## src/rtl/alu_sequencer.sv

```systemverilog
// Issues one instruction every three cycles to an external 8-bit ALU, with a 4x8 register file and Z/C flags.
// Optional build macro ALU_SEQ_COND_EN: instruction bit 8 makes execution conditional on flag_z.
module alu_sequencer #(
  parameter int NREGS = 4,
  parameter int IW    = 20
) (
  input  logic          clk,
  input  logic          reset_n,
  input  logic          instr_valid,
  output logic          instr_ready,
  input  logic [IW-1:0] instr_data,
  output logic [3:0]    alu_opcode,
  output logic [7:0]    alu_a,
  output logic [7:0]    alu_b,
  input  logic [7:0]    alu_out,
  input  logic          alu_zero,
  input  logic          alu_carry,
  output logic          done,
  output logic [7:0]    done_data,
  output logic          done_skip,
  output logic          flag_z,
  output logic          flag_c,
  output logic          err,
  input  logic [1:0]    dbg_addr,
  output logic [7:0]    dbg_data
);

  localparam logic [1:0] IDLE = 2'd0;
  localparam logic [1:0] EXEC = 2'd1;
  localparam logic [1:0] WB   = 2'd2;
  localparam logic [3:0] OP_LOADI = 4'hC;

  logic [1:0]       state_reg, state_next;
  logic [3:0]       op_reg;
  logic [1:0]       rd_reg, ra_reg, rb_reg;
  logic             use_imm_reg;
  logic [7:0]       imm_reg;
  logic             skip_reg, skip_next;
  logic [7:0]       result_reg, result_next;
  logic             res_z_reg, res_c_reg;
  logic             flag_z_reg, flag_c_reg, err_reg;
  logic [7:0]       regfile [NREGS];
  logic [NREGS-1:0] rf_we;
  logic             accept, is_alu_op, is_loadi, is_illegal, exec_active, wb_active;

  assign instr_ready = (state_reg == IDLE);
  assign accept      = instr_valid && instr_ready;
  assign is_alu_op   = (op_reg != 4'h0) && (op_reg <= 4'hB);
  assign is_loadi    = (op_reg == OP_LOADI);
  assign is_illegal  = (op_reg > OP_LOADI);
  // A squashed instruction still walks EXEC/WB but must look like a bubble.
  assign exec_active = (state_reg == EXEC) && !skip_reg;
  assign wb_active   = (state_reg == WB) && !skip_reg;

`ifdef ALU_SEQ_COND_EN
  assign skip_next = instr_data[8] && !flag_z_reg;
  assign done_skip = (state_reg == WB) && skip_reg;
`else
  logic unused_cond;
  assign unused_cond = instr_data[8];
  assign skip_next   = 1'b0;
  assign done_skip   = 1'b0;
`endif

  always_comb begin
    state_next = IDLE;
    case (state_reg)
      IDLE:    state_next = accept ? EXEC : IDLE;
      EXEC:    state_next = WB;
      WB:      state_next = IDLE;
      default: state_next = IDLE;
    endcase
  end

  always_comb begin
    alu_opcode = 4'h0;
    alu_a      = 8'h00;
    alu_b      = 8'h00;
    if (exec_active) begin
      if (!is_loadi) alu_opcode = op_reg;
      alu_a = regfile[ra_reg];
      alu_b = use_imm_reg ? imm_reg : regfile[rb_reg];
    end
  end

  always_comb begin
    result_next = 8'h00;
    if (!skip_reg) begin
      if (is_alu_op)     result_next = alu_out;
      else if (is_loadi) result_next = imm_reg;
    end
  end

  genvar gi;
  generate
    for (gi = 0; gi < NREGS; gi++) begin : g_rf_we
      assign rf_we[gi] = wb_active && (is_alu_op || is_loadi) && (rd_reg == 2'(gi));
    end
  endgenerate

  always_ff @(posedge clk or negedge reset_n) begin
    if (!reset_n) begin
      for (int i = 0; i < NREGS; i++) regfile[i] <= 8'h00;
    end else begin
      for (int i = 0; i < NREGS; i++) begin
        if (rf_we[i]) regfile[i] <= result_reg;
      end
    end
  end

  always_ff @(posedge clk or negedge reset_n) begin
    if (!reset_n) begin
      state_reg   <= IDLE;
      op_reg      <= 4'h0;
      rd_reg      <= 2'd0;
      ra_reg      <= 2'd0;
      rb_reg      <= 2'd0;
      use_imm_reg <= 1'b0;
      imm_reg     <= 8'h00;
      skip_reg    <= 1'b0;
      result_reg  <= 8'h00;
      res_z_reg   <= 1'b0;
      res_c_reg   <= 1'b0;
      flag_z_reg  <= 1'b0;
      flag_c_reg  <= 1'b0;
      err_reg     <= 1'b0;
    end else begin
      state_reg <= state_next;
      if (accept) begin
        op_reg      <= instr_data[19:16];
        rd_reg      <= instr_data[15:14];
        ra_reg      <= instr_data[13:12];
        rb_reg      <= instr_data[11:10];
        use_imm_reg <= instr_data[9];
        imm_reg     <= instr_data[7:0];
        skip_reg    <= skip_next;
      end
      if (state_reg == EXEC) begin
        result_reg <= result_next;
        res_z_reg  <= alu_zero;
        res_c_reg  <= alu_carry;
      end
      if (wb_active) begin
        if (is_alu_op) begin
          flag_z_reg <= res_z_reg;
          flag_c_reg <= res_c_reg;
        end else if (is_loadi) begin
          flag_z_reg <= (imm_reg == 8'h00);
        end
        if (is_illegal) err_reg <= 1'b1;
      end
    end
  end

  assign done      = (state_reg == WB);
  assign done_data = done ? result_reg : 8'h00;
  assign flag_z    = flag_z_reg;
  assign flag_c    = flag_c_reg;
  assign err       = err_reg;
  assign dbg_data  = regfile[dbg_addr];

endmodule

```

## config.mk

```make
export PLATFORM = sky130hd
export DESIGN_NAME = alu_sequencer
export DESIGN_NICKNAME = d
export VERILOG_FILES = /design/src/rtl/alu_sequencer.sv
export SDC_FILE = /design/constraint.sdc
export NUM_CORES = 1
export LEC_CHECK = 0
export BUFFER_PORTS_ARGS = -buffer_cell sky130_fd_sc_hd__buf_2
export CAP_MARGIN = 20
export CORE_UTILIZATION = 40
export CTS_CLUSTER_DIAMETER = 120
export DETAILED_ROUTE_END_ITERATION = 6
export SLEW_MARGIN = 0
export SYNTH_ARGS = -nofsm -noshare
export SYNTH_HDL_FRONTEND = slang
export SYNTH_SLANG_ARGS = --single-unit
```

## constraint.sdc

```tcl
create_clock -name clk -period 2.3 [get_ports clk]
set_input_delay 0.115 -clock clk [delete_from_list [all_inputs] [get_ports clk]]
set_output_delay 0.115 -clock clk [all_outputs]
set_load 0.05 [all_outputs]
```

==> results.toml <==
[power_and_ir_drop]
p_clk_frac = 0.180
p_switching_w = 0.002069
switching_share = 0.4067
internal_power_w = 0.003019
p_comb_frac = 0.403
p_leak_nw = 1.996
vdd_ir_drop_max_v = 0.0005558
seqPwrFrac = 0.417
power_density_mw_per_mm2 = 1181
power_w = 0.005088

[route]
wl_met1_um = 4039
top_layer_used = "met4"
drt-total-wl_um = 9096
drtIter0Drc = 157
drt_first_pass_iters = 4
wl_met2_um = 4400
dr_wl_met3_um = 608
wl_per_cell_um = 19.99
via_per_inst = 5.618
final_antenna_net_count = 0
drc = 0
vias = 2556

[die]
die_y_um = 95.34
start_util = 0.4178
boundaryPins = 77
coreArea_mm2 = 0.008341
rows = 33
die_area_mm2 = 0.009089
die_w_um = 95.34

[critical_path]
r2r_setup_slack_ns = 0.36
path_buf_inv = 3
crit_fanout = 8
arrival_ns = 1.94
r2r_end = "regfile[14]"
start_kind = "flop"
crit_type = "flop to output pin"
critical_path.most_common_cell = "buf_4"
path_cells = "nor2b_1, buf_4, buf_4, and2_1, buf_2"
crit_start = "state_reg[0]"
r2r-start = "op_reg[0]"
cp_slowest_cell = "dfrtp_1"
critPathTopFamily = "buffers and inverters"
rr_worst_depth = 3
path_depth = 5
max_stage_delay_ns = 0.40
endpoint_kind = "output pin"
cp.required_ns = 2.18
critPathCapture = "done_data[5]"

[finish]
seq_area_mm2 = 0.001654
drive_above_1_share = 0.5086
multi_input_area_mm2 = 0.001742
area_growth_pct = 23.66
fin_nets = 380
stdcell_count = 455
fillers = 772
diodes = 0
largest_reg_flops = 32

[sta]
fin_tns_setup_ns = 0
finalWorstPathRequiredPeriod_ns = 2.056
finalSetupViolations = 0
min_period_over_period = 0.8941
drv_slew = 0
max_freq_mhz = 486.3
worst_pin_slew_ns = 0.8174
fin_skew_ns = 0.007704
rsz0062_at_grt = "false"
slew_headroom = 0.4551
finalHoldViolCount = 0

[global_routing]
grt_max_degree = 36
antenna_found_initial = 0
track_usage = 0.2171
grt_pass1_wl_um = 14110
grt_pass1_vias = 2498
overflow = 0

[clock_network]
cts_htree_levels = 3
clk_pin_slew_ns = 0.07
cts_tree = "done"
clk_latency_ns = 0.34
cts_buffers = 9
numClockSinks = 66
clockBufferDepth = 2
clockRootBuffer = "clkbuf_8"
post_cts_buffers = 0

[synthesis]
synth_fp_nets = 292
ys_ff_latch = 66
ys_types = 30
ys_warn_count = 0
yosysSeqAreaShare = 0.4740
synth_cells = 257
syn_area_mm2 = 0.003485
avgSynthCellArea_um2 = 13.56

[worst_hold_path]
whs_path_depth = 2
hp-class = "input pin to flop"

[placement]
io_buffers = 74
placedCellCount = 423
routabilityCongestion = 0.7644
dp_hpwl_um = 6111

[flow_run]
drv_cap = 0

[run_status]
status = "completed"
cell usage after synthesis:
| master | instances | area, µm² |
|---|---|---|
| a211o_1 | 1 | 8.760 |
| a21o_1 | 1 | 7.510 |
| a31oi_1 | 1 | 6.260 |
| a32oi_1 | 8 | 70.07 |
| a41oi_1 | 1 | 8.760 |
| and2_1 | 19 | 118.9 |
| and4bb_2 | 1 | 12.51 |
| buf_1 | 2 | 7.510 |
| buf_2 | 7 | 35.03 |
| buf_4 | 1 | 7.510 |
| clkbuf_1 | 10 | 37.54 |
| conb_1 | 1 | 3.750 |
| dfrtp_1 | 66 | 1652 |
| inv_1 | 1 | 3.750 |
| mux2_2 | 52 | 585.6 |
| mux2i_1 | 8 | 80.08 |
| mux4_2 | 24 | 540.5 |
| nand2_1 | 16 | 60.06 |
| nand2b_1 | 1 | 6.260 |
| nand3_1 | 2 | 10.01 |
| nand4_2 | 3 | 37.54 |
| nor2_1 | 11 | 41.29 |
| nor2b_1 | 3 | 18.77 |
| nor3b_1 | 2 | 15.01 |
| nor4_1 | 1 | 6.260 |
| nor4b_4 | 1 | 23.77 |
| o211a_1 | 1 | 10.01 |
| o211ai_1 | 1 | 7.510 |
| o21ai_0 | 8 | 40.04 |
| or4_1 | 3 | 22.52 |
per-layer routing:
layer / up-vias / GRT usage
met3: 5 / 0.06220
met5: - / 0
met2: 97 / 0.3411
met4: 0 / 0.04545
met1: 1312 / 0.2998
li1: 1142 / -
worst min path at each step:
stage                        startpoint          end  slack [ns]
after detailed placement        reset_n  regfile[18]        0.26
after global placement          reset_n  regfile[18]        0.25
final                     instr_data[5]   imm_reg[5]        0.02
after floorplan                 reset_n          err       -0.18
after global routing      instr_data[3]   imm_reg[3]       0.003
after CTS                 instr_data[2]   imm_reg[2]      0.0005
cells in the final DEF (no fill, tap or decap), drive strengths merged, types with 8 or more instances in the layout:
cell / count
mux2: 52
nor2: 11
dlygate4sd3: 16
clkbuf: 14
and2: 19
dfrtp: 66
mux4: 24
o21ai: 8
buf: 81
mux2i: 8
nand2: 16
a32oi: 8
power by group through the flow:
stage / sequential [W] / combinational, W / clock, W
2_1_floorplan: 0.00196 / 0.00167 / 0
3_3_place_gp: 0.00212 / 0.00202 / 0
3_5_place_dp: 0.00214 / 0.00204 / 0
4_1_cts: 0.00212 / 0.00206 / 0.000931
5_1_grt: 0.00219 / 0.00219 / 0.000996
6_report: 0.00212 / 0.00205 / 0.000914
what timing repair did:
item                                    CTS  global route
endpoints found under the setup margin    0             8
hold buffers                             13             3
gates resized for setup                   0             2
endpoints found under the hold margin    46             3
final cells by class:
type	instances	share of cell area
sequential	66	0.3839
tap	105	0.03049
timing repair buffer	97	0.1382
clock inverter	2	0.002323
multi-input combinational	170	0.4042
clock buffer	14	0.04007
inverter	1	0.0008711
cells by family after synthesis:
kind of cell / count (synthesis) / synth area share
AOI/OAI and AO/OA: 22 / 0.04561
buffers and inverters: 21 / 0.02621
DFF: 66 / 0.4740
muxes: 84 / 0.3461
other: 1 / 0.001076
and+or+nand+nor: 63 / 0.1070
through the flow:
step	setup slack [ns]	hold WS (ns)	cell area, µm²	utilization
floorplan	0.1352	-0.1806	3485	-
global placement	0.3575	0.2546	3964	0.4752
detailed placement	0.3458	0.2584	3964	0.4752
CTS	0.02396	0.0004519	4277	0.5128
global route	0.1398	0.002854	4309	0.5167
finish	0.2437	0.01758	4309	0.5167
Note: power is estimated with default switching activity, not from simulation.
